===== src/rtl/cv32e40s_xsecure_lfsr_pkg.sv =====
// Shared LFSR constants, FSM state type and step function for the xsecure blocks.
package cv32e40s_xsecure_lfsr_pkg;

  localparam logic [31:0] LFSR_POLY_DEFAULT   = 32'h8000_0057;
  localparam logic [31:0] LFSR_SEED_DEFAULT   = 32'h2A2A_2A2A;
  localparam int unsigned LFSR_WARMUP_DEFAULT = 4;

  typedef enum logic {LFSR_IDLE, LFSR_WARMUP} lfsr_state_e;

  // One Galois step: shift right, fold the taps in when a one falls out.
  function automatic logic [31:0] lfsr_step(input logic [31:0] val, input logic [31:0] poly);
    lfsr_step = val[0] ? ((val >> 1) ^ poly) : (val >> 1);
  endfunction

endpackage


===== src/rtl/cv32e40s_lfsr_step.sv =====
// Pure combinational LFSR advance with zero-detect on the advanced value.
module cv32e40s_lfsr_step
  import cv32e40s_xsecure_lfsr_pkg::*;
#(
  parameter logic [31:0] POLY = LFSR_POLY_DEFAULT
) (
  input  logic [31:0] cur,
  output logic [31:0] nxt,
  output logic        zero
);

  assign nxt  = lfsr_step(cur, POLY);
  assign zero = (nxt == '0);

endmodule


===== src/rtl/cv32e40s_xsecure_lfsr.sv =====
// Pseudo-random source for the dummy-instruction inserter, with reseed, lockup
// recovery and counter-reset pulse. Define CV32E40S_LFSR_WARMUP_EN for post-seed warm-up.
module cv32e40s_xsecure_lfsr
  import cv32e40s_xsecure_lfsr_pkg::*;
#(
  parameter logic [31:0] POLY          = LFSR_POLY_DEFAULT,
  parameter logic [31:0] DEFAULT_SEED  = LFSR_SEED_DEFAULT,
  parameter int unsigned WARMUP_SHIFTS = LFSR_WARMUP_DEFAULT
) (
  input  logic        clk,
  input  logic        rst,
  input  logic        shift_i,
  input  logic        seed_we_i,
  input  logic [31:0] seed_wdata_i,
  input  logic        cpuctrl_we_i,
  output logic [31:0] lfsr_o,
  output logic        lfsr_valid_o,
  output logic        cntrst_o,
  output logic        lockup_o
);

  logic [31:0] lfsr_q, lfsr_n, cand, step_nxt;
  logic        step_zero, load, zero;
  logic        cntrst_q, lockup_q;

  cv32e40s_lfsr_step #(.POLY(POLY)) u_step (
    .cur  (lfsr_q),
    .nxt  (step_nxt),
    .zero (step_zero)
  );

`ifdef CV32E40S_LFSR_WARMUP_EN
  lfsr_state_e state_q, state_n;
  logic [3:0]  cnt_q, cnt_n;

  always_comb begin
    cand    = lfsr_q;
    load    = 1'b0;
    state_n = state_q;
    cnt_n   = cnt_q;
    if (seed_we_i) begin
      cand    = seed_wdata_i;
      load    = 1'b1;
      state_n = LFSR_WARMUP;
      cnt_n   = 4'(WARMUP_SHIFTS);
    end else if (state_q == LFSR_WARMUP) begin
      // shift_i is deliberately ignored while warming up
      cand  = step_nxt;
      load  = 1'b1;
      cnt_n = cnt_q - 4'd1;
      if (cnt_q == 4'd1) state_n = LFSR_IDLE;
    end else if (shift_i) begin
      cand = step_nxt;
      load = 1'b1;
    end
  end

  always_ff @(posedge clk) begin
    if (rst) begin
      state_q <= LFSR_IDLE;
      cnt_q   <= '0;
    end else begin
      state_q <= state_n;
      cnt_q   <= cnt_n;
    end
  end

  assign lfsr_valid_o = (state_q == LFSR_IDLE);
`else
  logic unused_cfg;
  assign unused_cfg = (WARMUP_SHIFTS != 0);

  always_comb begin
    cand = lfsr_q;
    load = 1'b0;
    if (seed_we_i) begin
      cand = seed_wdata_i;
      load = 1'b1;
    end else if (shift_i) begin
      cand = step_nxt;
      load = 1'b1;
    end
  end

  assign lfsr_valid_o = 1'b1;
`endif

  // All-zero is a lockup state for a Galois LFSR; substitute the default seed.
  assign zero   = seed_we_i ? (seed_wdata_i == '0) : (load & step_zero);
  assign lfsr_n = zero ? DEFAULT_SEED : cand;

  always_ff @(posedge clk) begin
    if (rst) begin
      lfsr_q   <= DEFAULT_SEED;
      cntrst_q <= 1'b0;
      lockup_q <= 1'b0;
    end else begin
      lfsr_q   <= lfsr_n;
      cntrst_q <= seed_we_i | cpuctrl_we_i;
      lockup_q <= zero;
    end
  end

  assign lfsr_o   = lfsr_q;
  assign cntrst_o = cntrst_q;
  assign lockup_o = lockup_q;

endmodule

===== config.mk =====
export PLATFORM = sky130hd
export DESIGN_NAME = cv32e40s_xsecure_lfsr
export DESIGN_NICKNAME = d
export VERILOG_FILES = /design/src/rtl/cv32e40s_xsecure_lfsr_pkg.sv /design/src/rtl/cv32e40s_lfsr_step.sv /design/src/rtl/cv32e40s_xsecure_lfsr.sv
export SDC_FILE = /design/constraint.sdc
export NUM_CORES = 1
export LEC_CHECK = 0
export CORE_ASPECT_RATIO = 1.4
export CORE_MARGIN = 2
export CORE_UTILIZATION = 25
export CTS_CLUSTER_DIAMETER = 30
export DETAILED_ROUTE_END_ITERATION = 10
export GPL_ROUTABILITY_DRIVEN = 1
export RECOVER_POWER = 25
export SLEW_MARGIN = 40
export SYNTH_ARGS = -nofsm -noshare
export SYNTH_HDL_FRONTEND = slang
export SYNTH_SLANG_ARGS = --single-unit

===== constraint.sdc =====
create_clock -name clk -period 1.65 [get_ports clk]
set_input_delay 0.4125 -clock clk [delete_from_list [all_inputs] [get_ports clk]]
set_output_delay 0.4125 -clock clk [all_outputs]
set_load 0.03 [all_outputs]

==> results of run 1 <==
==> state kept, by name (all words and copies together), names as in the netlist <==
register / flops
lfsr_o: 32
cntrst_o: 1
lockup_o: 1
==> routing by layer <==
metal,global-route usage (%),up-vias
li1,-,965
met1,18.74,905
met3,2.821,13
met5,0,-
met2,26.32,55
met4,7.398,0
==> cells in the final DEF, fill, tap and decap left out, drive strengths merged, types with 10 or more instances in the layout <==
cell	Yosys	final
dlymetal6s2s	0	10
a211oi	17	17
clkdlybuf4s50	0	10
dfxtp	34	34
a21oi	19	19
dlygate4sd2	0	45
nor4	13	13
nor2	52	52
nand3	13	13
clkbuf	10	10
mux2i	26	26
buf	9	35
==> worst max path at each step <==
stage / start / to / slack (ns) / cells past startpoint
2_1_floorplan: lfsr_o[0] / lfsr_o[11] / 0.07 / 6
3_3_place_gp: seed_wdata_i[3] / lfsr_o[1] / -0.69 / 6
3_5_place_dp: seed_wdata_i[3] / lfsr_o[11] / -0.67 / 6
4_1_cts: seed_wdata_i[23] / lfsr_o[25] / 0.005 / 6
5_1_grt: seed_wdata_i[18] / lfsr_o[11] / 0.004 / 6
6_report: lfsr_o[3] / lfsr_o[3] / 0.07 / 1
==> logic make-up after synthesis <==
logic type	Yosys count	share of synthesized area, %
AO/OA/AOI/OAI	38	13.37
buffers and inverters	19	5.445
flip-flops	34	38.47
other	1	0.2120
AND/OR/NAND/NOR	95	25.32
XOR/XNOR	5	2.475
multiplexers	26	14.71
==> power by group through the flow <==
| stage | Clock (mW) | Sequential (mW) | Combinational, mW |
|---|---|---|---|
| floorplan | 0 | 1.07 | 0.225 |
| global placement | 0 | 0.968 | 0.647 |
| detailed placement | 0 | 0.968 | 0.650 |
| CTS | 0.594 | 0.948 | 0.607 |
| global route | 0.626 | 0.956 | 0.653 |
| finish | 0.581 | 0.950 | 0.605 |
==> through the flow <==
| step | hold slack (ns) | setup slack, ns | cell area [µm²] | instances |
|---|---|---|---|---|
| final | 0.4490 | 0.06630 | 2865 | 405 |
| after floorplan | 0.5283 | 0.06519 | 1769 | 218 |
| after CTS | 0.5184 | 0.005141 | 2811 | 405 |
| after detailed placement | 0.6523 | -0.6673 | 2755 | 399 |
| after global placement | 0.6421 | -0.6859 | 2755 | 399 |
| after global routing | 0.4573 | 0.003763 | 2865 | 405 |
==> cell type report <==
| type | count | share of cell area (%) |
|---|---|---|
| Sequential cell | 34 | 23.76 |
| Tap cell | 95 | 4.148 |
| Multi-Input combinational cell | 165 | 37.25 |
| Timing Repair Buffer | 104 | 32.18 |
| Clock buffer | 7 | 2.664 |
==> timing repair <==
action,CTS,global route
pin swaps,10,11
hold buffers,0,0
resized for setup,55,19
setup buffers,0,0
setup endpoints to repair,46,13
==> results.md, run 1 <==
* Synth cell types at 25
* Number of clock sinks at 34
* CP arrival at 1.17 ns
* Worst R2R Path Depth at 5
* Slew headroom at 65.02%
* Overall routed net length at 6023 µm
* Hold Crit Endpoint: lfsr_o[14]
* Flop pwr share at 44.5%
* Gate power share at 28.3%
* Status: finished, final reports clean
* Clk slew on worst S/H paths at 0.07 ns
* Syn nets at 255
* First-pass DRT Iterations at 4
* FFs w/ async S/R, synth at 0%
* Max-Cap Viols at 0
* Hold path depth at 3
* FILL cells at 722
* Peak Freq at 631.4 MHz
* Row count at 36
* Area growth, synth to finish at 61.95%
* Largest cells by area after synthesis: dfxtp_1 (38%), mux2i_1 (15%), nor2_1 (11%), a211oi_1 (7.2%), a21oi_1 (5.4%)
* Worst Path Buf+Inv at 1
* Port buffer count at 70
* FF+latch count, synth at 34
* Worst reg-to-reg setup slack at 0.11 ns
* Final Max Slew Viols at 0
* Tcrit/Tclk final at 95.98%
* Die footprint at 7775 µm²
* Htree depth at 2
* Via Count at 1938
* Post-synth EDFFs at 0
* Dominant cell type by area after synthesis: dfxtp_1
* Mapped Avg Cell Area at 8.116 µm²
* Dpl hpwl at 4575 µm
* Count leader, synth: nor2_1
* Final core utilization at 41.58%
* WL per Instance at 14.87 µm
* Post-synth top area share at 38.47%
* Worst path cell trace: dlygate4sd2_1
* Final hold vios at 0
* Post-Syn Area at 1769 µm²
* RSZ-0062 raised after global routing: false
* Hold Crit Start: seed_wdata_i[14]
* Overall Power at 2.135 mW
* Post-synth top cells: nor2_1 (52), dfxtp_1 (34), mux2i_1 (26), a21oi_1 (19), a211oi_1 (17)
* Crit end category: output pin
* Initial Utilization at 25.67%
* Vias per inst at 4.785
* Highest Signal Layer: met4
* Share of layout cells above drive strength 1 at 18.06%
* All-Layer GR Usage at 15.72%
* Pin count of the biggest net entering global routing at 33
* Final setup fails at 0
* Clk_skew at 0.004915 ns
* I/O pin total at 72
* Wl on met1 at 2437 µm
* Max incr delay on CP at 0.45 ns
* Sw Ratio at 32.43%
* Internal at 1.443 mW
* Grt total ovfl at 0
* Sequential area share after synthesis at 38.47%
* Crit path max fanout at 5
* Largest delay share family, worst path: flip-flops
* WL met2 at 3130 µm
* CTS buffer count at 5
* Peak supply drop at 0.0004745 V
* Layout Nets at 347
* Clock Tree Buf Depth at 2
* Yosys warns at 0
* Hold Crit Class: input port to flip-flop
* TritonCTS clock tree: done
* Top_reg_cell synth: dfxtp_1
* Launch point of the worst reg-to-reg path: lfsr_o[17]
* Floorplan Core Area at 6892 µm²
* PD cells at 745.3 nW/µm²
* Max stage delay cell, worst path: dfxtp_1
* Clk_lat worst skew at 0.28 ns
* Clk pwr share at 27.2%
* Crit Path Category: flip-flop to output pin
* Final TNS setup at 0 ns
* Tmin final at 1.584 ns
* CP Launch Type: flip-flop
* Vias in the first global route at 1850
* DR iter-0 viols at 88
* Die height at 103.5 µm
* Global-route wire length before repair at 9349 µm
* Register area at 680.7 µm²
* DR DRC count at 0
* Req. time, crit path at 1.24 ns
* Leakage at 1.324 nW
* Multi-input gate area at 1067 µm²
* NetSw at 0.6924 mW
* Antenna Violating Nets Remaining at 0
* Reg-to-reg endpoint: lfsr_o[29]
* Die Wd at 75.10 µm
* Initial antenna violation count at 0
* Antenna fix cells at 0
* Routed met3 length at 258 µm
* Worst-Margin Slew at 0.5248 ns
* Root Buffer: clkbuf_8
* Mapped Cells at 218
* Gpl congestion at 0.7992
Note: power is estimated with default switching activity, not from simulation.
==> run 2: changes to the inputs <==
--- a/config.mk
+++ b/config.mk
@@ -7,10 +7,11 @@
 export LEC_CHECK = 0
 export CORE_ASPECT_RATIO = 1.4
 export CORE_MARGIN = 2
-export CORE_UTILIZATION = 25
+export CORE_UTILIZATION = 43
 export CTS_CLUSTER_DIAMETER = 30
 export DETAILED_ROUTE_END_ITERATION = 10
 export GPL_ROUTABILITY_DRIVEN = 1
+export PLACE_DENSITY = 0.8
 export RECOVER_POWER = 25
 export SLEW_MARGIN = 40
 export SYNTH_ARGS = -nofsm -noshare
==> run 2 against run 1 <==
Hold slack lost 0.022 ns. Wire length shrank 11%. First-iteration DRC count shrank 27%. Non-clock buffer count shrank 7. Worst setup slack lost 0.043 ns. Cell count shrank 14%. Global-route usage grew 9.3 points. Combinational power shrank 4.1%. Clock power grew 9.5%. Count of clock-buffer cells in the layout is the same. Cell area shrank 3.9%. Register-to-register slack is essentially flat. Largest power group unchanged. Highest routed layer unchanged.
==> results.md, run 2 (synthesized netlist as in run 1, its figures left out) <==
* Status: finished, final reports clean
* Gpl congestion at 0.8701
* Setup WS pre-CTS at -0.5211 ns
* Initial antenna violation count at 0
* Commonest non-fill, non-tap cells in the layout: nor2_1 (52), dlygate4sd2_1 (50), dfxtp_1 (34)
* Crit end category: flip-flop
* All-Layer GR Usage at 24.98%
* Final hold vios at 0
* Overall routed net length at 5338 µm
* Critical Path Stages at 6
* Worst path cell trace: clkdlybuf4s50_1, nor4_2, nand3_1, or3_4, buf_8, nand3_1
* Crit. Startpoint: seed_wdata_i[6]
* Leading cell type in the layout, fill and taps excluded: nor2_1
* Antenna Violating Nets Remaining at 0
* Die Wd at 58.21 µm
* DP Area at 2635 µm²
* Hold Crit Class: input port to flip-flop
* Leakage at 1.245 nW
* Met3 usage at 5.997%
* Die footprint at 4651 µm²
* DR iter-0 viols at 64
* CP endpoint: lfsr_o[19]
* Max-Cap Viols at 0
* Max incr delay on CP at 0.44 ns
* Worst path most repeated cell: nand3_1
* Global-route wire length before repair at 8880 µm
* Htree depth at 2
* Port buffer count at 70
* I/O pin total at 72
* Req. time, crit path at 1.88 ns
* Clk slew on worst S/H paths at 0.07 ns
* Row count at 27
* Max reg flops at 32
* GRT met2 Usage at 40.00%
* Dpl hpwl at 3868 µm
* Layout Nets at 340
* Final setup margin at 0.02351 ns
* WL per Instance at 15.38 µm
* Launch point of the worst reg-to-reg path: lfsr_o[17]
* Area growth, synth to finish at 55.66%
* Share of layout cells above drive strength 1 at 15.79%
* Die height at 79.90 µm
* Number of clock sinks at 34
* Clk_skew at 0.006642 ns
* Tmin final at 1.626 ns
* Peak supply drop at 0.0006960 V
* Crit Path Category: input port to flip-flop
* CP arrival at 1.85 ns
* Clk_lat worst skew at 0.29 ns
* Tcrit/Tclk final at 98.58%
* Root Buffer: clkbuf_8
* Reg-to-reg endpoint: lfsr_o[19]
* Vias per inst at 5.620
* Peak Freq at 614.8 MHz
* Final setup fails at 0
* TritonCTS clock tree: done
* Floorplan Core Area at 3953 µm²
* Largest delay share family, worst path: simple AND/OR/NAND/NOR gates
* Slew headroom at 58.95%
* Antenna fix cells at 0
* Met1 usage at 30.63%
* Final core utilization at 69.67%
* Worst reg-to-reg setup slack at 0.12 ns
* Via Count at 1950
* GR peak layer: met2
* CP Launch Type: input port
* Max stage delay cell, worst path: clkdlybuf4s50_1
* Crit path max fanout at 6
* Final std cell area, no fill at 2754 µm²
* PD cells at 786.7 nW/µm²
* Worst-Margin Slew at 0.6158 ns
* Vias in the first global route at 1904
* Worst R2R Path Depth at 5
* Clock Tree Buf Depth at 2
* First-pass DRT Iterations at 4
* Final Max Slew Viols at 0
* DR DRC count at 0
* Pin count of the biggest net entering global routing at 47
* CTS buffer count at 5
* Worst Path Buf+Inv at 2
* Initial Utilization at 44.76%
* Grt total ovfl at 0
## run 2: cell count changes in the layout (fill, tap and decap cells not counted), moves of 2 or more
cell / before / now
buf_4: 30 / 22
dlymetal6s2s_1: 10 / 3
dlygate4sd2_1: 45 / 50
clkdlybuf4s50_1: 10 / 14
buf_6: 2 / 0
## run 2: worst min path at each step
stage               cells past startpoint          to  slack (ns)              from
floorplan                               2    cntrst_o        0.53      cpuctrl_we_i
global placement                        2  lfsr_o[28]        0.63        lfsr_o[29]
global route                            3  lfsr_o[23]        0.44  seed_wdata_i[23]
detailed placement                      2  lfsr_o[28]        0.65        lfsr_o[29]
CTS                                     3  lfsr_o[15]        0.51  seed_wdata_i[15]
finish                                  3  lfsr_o[23]        0.43  seed_wdata_i[23]
## run 2: cell type report
class | count | area (µm²)
flip-flops and latches | 34 | 680.7
well taps | 43 | 53.80
repair buffers | 97 | 867.1
fillers | 331 | 1199
clock inverters | 1 | 5.005
clock buffers | 7 | 86.33
multi-input cells | 165 | 1061
## run 2: repair_timing
| action | 4_1_cts | 5_1_grt |
|---|---|---|
| gates cloned | 1 | 0 |
| hold buffers | 0 | 0 |
| pin swaps | 11 | 7 |
| setup buffers | 0 | 0 |
| resized for setup | 61 | 6 |
| endpoints found under the setup margin | 46 | 13 |
## run 2: power by group
part / internal [mW] / switching (mW)
sequential: 0.881 / 0.0696
combinational: 0.258 / 0.322
clock: 0.336 / 0.300
total: 1.47 / 0.692
## run 2: worst register-to-register path, stage by stage, from the launching register on
cell and delay, ns:
dfxtp_1 0.34, nor4_2 0.31, nand4_1 0.15, or3_4 0.40
buf_4 0.17, nand3_1 0.08
## run 2: stage by stage
stage | setup TNS [ns] | hold WS [ns] | total power [mW] | cells
5_1_grt | -0.5970 | 0.4433 | 2.268 | 347
2_1_floorplan | 0 | 0.5283 | 1.292 | 218
3_5_place_dp | -6.667 | 0.6525 | 1.594 | 338
4_1_cts | 0 | 0.5067 | 2.180 | 347
3_3_place_gp | -6.420 | 0.6272 | 1.585 | 338
6_report | 0 | 0.4274 | 2.166 | 347
## run 2: routing by layer
metal	part of all wire, %	vias up
met3	5.1	10
met1	41	923
met4	2.7	0
met5	0	-
li1	-	954
met2	51	63
==> run 3: changes to the inputs <==
--- a/config.mk
+++ b/config.mk
@@ -11,7 +11,8 @@
 export CTS_CLUSTER_DIAMETER = 30
 export DETAILED_ROUTE_END_ITERATION = 10
 export GPL_ROUTABILITY_DRIVEN = 1
-export PLACE_DENSITY = 0.8
+export MAX_ROUTING_LAYER = met4
+export PLACE_DENSITY_LB_ADDON = 0.15
 export RECOVER_POWER = 25
 export SLEW_MARGIN = 40
 export SYNTH_ARGS = -nofsm -noshare
==> run 3 against run 2 <==
Sequential share of layout area decreased by 0.30 points. First-iteration DRC count increased by 47%. Non-clock buffer count decreased by 2. Sequential cell count unchanged. Sequential power about the same. Clock power increased by 0.9%. Critical path type unchanged. Critical endpoint is now lfsr_o[27].
==> results.md, run 3 (synthesized netlist as in run 1, its figures left out) <==
* DR DRC count at 0
* Leakage at 1.315 nW
* Largest delay share family, worst path: simple AND/OR/NAND/NOR gates
* Initial Utilization at 44.76%
* I/O pin total at 72
* Floorplan Core Area at 3953 µm²
* Worst Path Buf+Inv at 2
* Worst path cell trace: clkdlybuf4s50_1, nor4_2, nand2_1, or3_4, buf_4, nand3_1
* Postcts setup bufs at 0
* Req. time, crit path at 1.88 ns
* WL per Instance at 15.72 µm
* Clk slew on worst S/H paths at 0.07 ns
* Peak Freq at 631.3 MHz
* All-Layer GR Usage at 25.26%
* Crit Path Category: input port to flip-flop
* Share of layout cells above drive strength 1 at 14.57%
* Antenna fix cells at 0
* Pin count of the biggest net entering global routing at 54
* DR iter-0 viols at 94
* Sw Ratio at 32.09%
* Gate power share at 27.0%
* Hold path depth at 3
* Vias in the first global route at 1832
* Internal at 1.480 mW
* Final Max Slew Viols at 0
* CP arrival at 1.81 ns
* Port buffer count at 70
* Max reg flops at 32
* FILL cells at 337
* Clk_lat worst skew at 0.29 ns
* Antenna Violating Nets Remaining at 0
* Crit path max fanout at 4
* Final TNS setup at 0 ns
* Tcrit/Tclk final at 96.01%
* Final hold vios at 0
* Register area at 680.7 µm²
* Clock Tree Buf Depth at 2
* Row count at 27
* Max-Cap Viols at 0
* Flop pwr share at 43.6%
* First-pass DRT Iterations at 4
* Tmin final at 1.584 ns
* PD cells at 781.7 nW/µm²
* Root Buffer: clkbuf_8
* Layout Nets at 338
* Grt total ovfl at 0
* Crit end category: flip-flop
* Final setup fails at 0
* Leading cell type in the layout, fill and taps excluded: nor2_1
* Overall Power at 2.179 mW
* Critical Path Stages at 6
* Clk_skew at 0.005257 ns
* Final std cell area, no fill at 2788 µm²
* Commonest non-fill, non-tap cells in the layout: nor2_1 (52), dlygate4sd2_1 (42), dfxtp_1 (34)
* DP Area at 2653 µm²
* TritonCTS clock tree: done
* NetSw at 0.6994 mW
* CTS buffer count at 5
* Number of hold buffers added after CTS at 0
* Max stage delay cell, worst path: clkdlybuf4s50_1
* RSZ-0062 raised after global routing: false
* Vias per inst at 5.536
* Dpl hpwl at 3792 µm
* Die footprint at 4651 µm²
* Number of clock sinks at 34
* Initial antenna violation count at 0
* Peak supply drop at 0.0008982 V
* Hold Crit Class: input port to flip-flop
* Global-route wire length before repair at 8583 µm
* Die height at 79.90 µm
* Status: finished, final reports clean
* Area growth, synth to finish at 57.57%
* Max incr delay on CP at 0.47 ns
* Gpl congestion at 0.8999
* Clk pwr share at 29.5%
* Overall routed net length at 5423 µm
* Worst R2R Path Depth at 5
* Multi-input gate area at 1061 µm²
* Htree depth at 2
* Die Wd at 58.21 µm
* CP Launch Type: input port
* Via Count at 1910
==> run 3: cell types whose count changed in the layout (fill, tap and decap cells not counted) <==
cell | before | now
buf_12 | 1 | 4
buf_16 | 1 | 0
buf_4 | 22 | 19
buf_6 | 0 | 1
buf_8 | 1 | 0
clkbuf_1 | 2 | 4
clkbuf_2 | 3 | 0
clkdlybuf4s50_1 | 14 | 11
dlygate4sd2_1 | 50 | 42
dlygate4sd3_1 | 0 | 1
dlymetal6s2s_1 | 3 | 13
==> run 3: metal layers <==
metal,wire (µm),GRT usage (%),part of all wire [%],up-vias
met5,0,-,0,-
met4,126,12.33,2.3,0
met3,243,4.538,4.5,12
met2,2745,41.82,51,64
met1,2307,29.01,43,892
li1,-,-,-,942
==> run 3: final timing paths <==
kind	start	end	slack, ns
worst min-delay path	seed_wdata_i[25]	lfsr_o[25]	0.43
worst min register to register	lfsr_o[10]	lfsr_o[10]	0.68
worst max register to register	lfsr_o[18]	lfsr_o[27]	0.11
worst max-delay path	seed_wdata_i[14]	lfsr_o[27]	0.07
==> run 3: power groups by stage <==
stage	combinational (mW)	clock, mW	sequential (mW)
2_1_floorplan	0.225	0	1.07
3_3_place_gp	0.622	0	0.968
3_5_place_dp	0.627	0	0.967
4_1_cts	0.587	0.645	0.947
5_1_grt	0.638	0.693	0.957
6_report	0.588	0.642	0.949
==> run 3: worst register-to-register path, stage by stage (launching register included) <==
cell and delay (ns):
dfxtp_1 0.34, nor4_1 0.34, nand4_1 0.15, or3_4 0.42, buf_12 0.15, nand3_1 0.08
==> run 3: cell type report <==
type	count	share of cell area, %
multi-input combinational	165	38.06
tap	43	1.930
timing repair buffer	95	32.32
clock buffer	7	3.097
clock inverter	1	0.1795
sequential	34	24.42
==> run 3: stage by stage <==
stage | std cells | worst slack, ns | utilization (%) | hold slack, ns
after floorplan | 218 | 0.06519 | - | 0.5283
after CTS | 345 | 0.006521 | 68.95 | 0.5139
after global routing | 345 | 0.004781 | 70.53 | 0.4311
after detailed placement | 337 | -0.4608 | 67.11 | 0.6622
after global placement | 337 | -0.4496 | 67.11 | 0.6549
final | 345 | 0.06589 | 70.53 | 0.4292
==> run 3: repair_timing <==
action,4_1_cts,5_1_grt
endpoints found under the setup margin,46,13
endpoints found under the hold margin,0,0
pin swaps,8,8
resized for setup,48,19
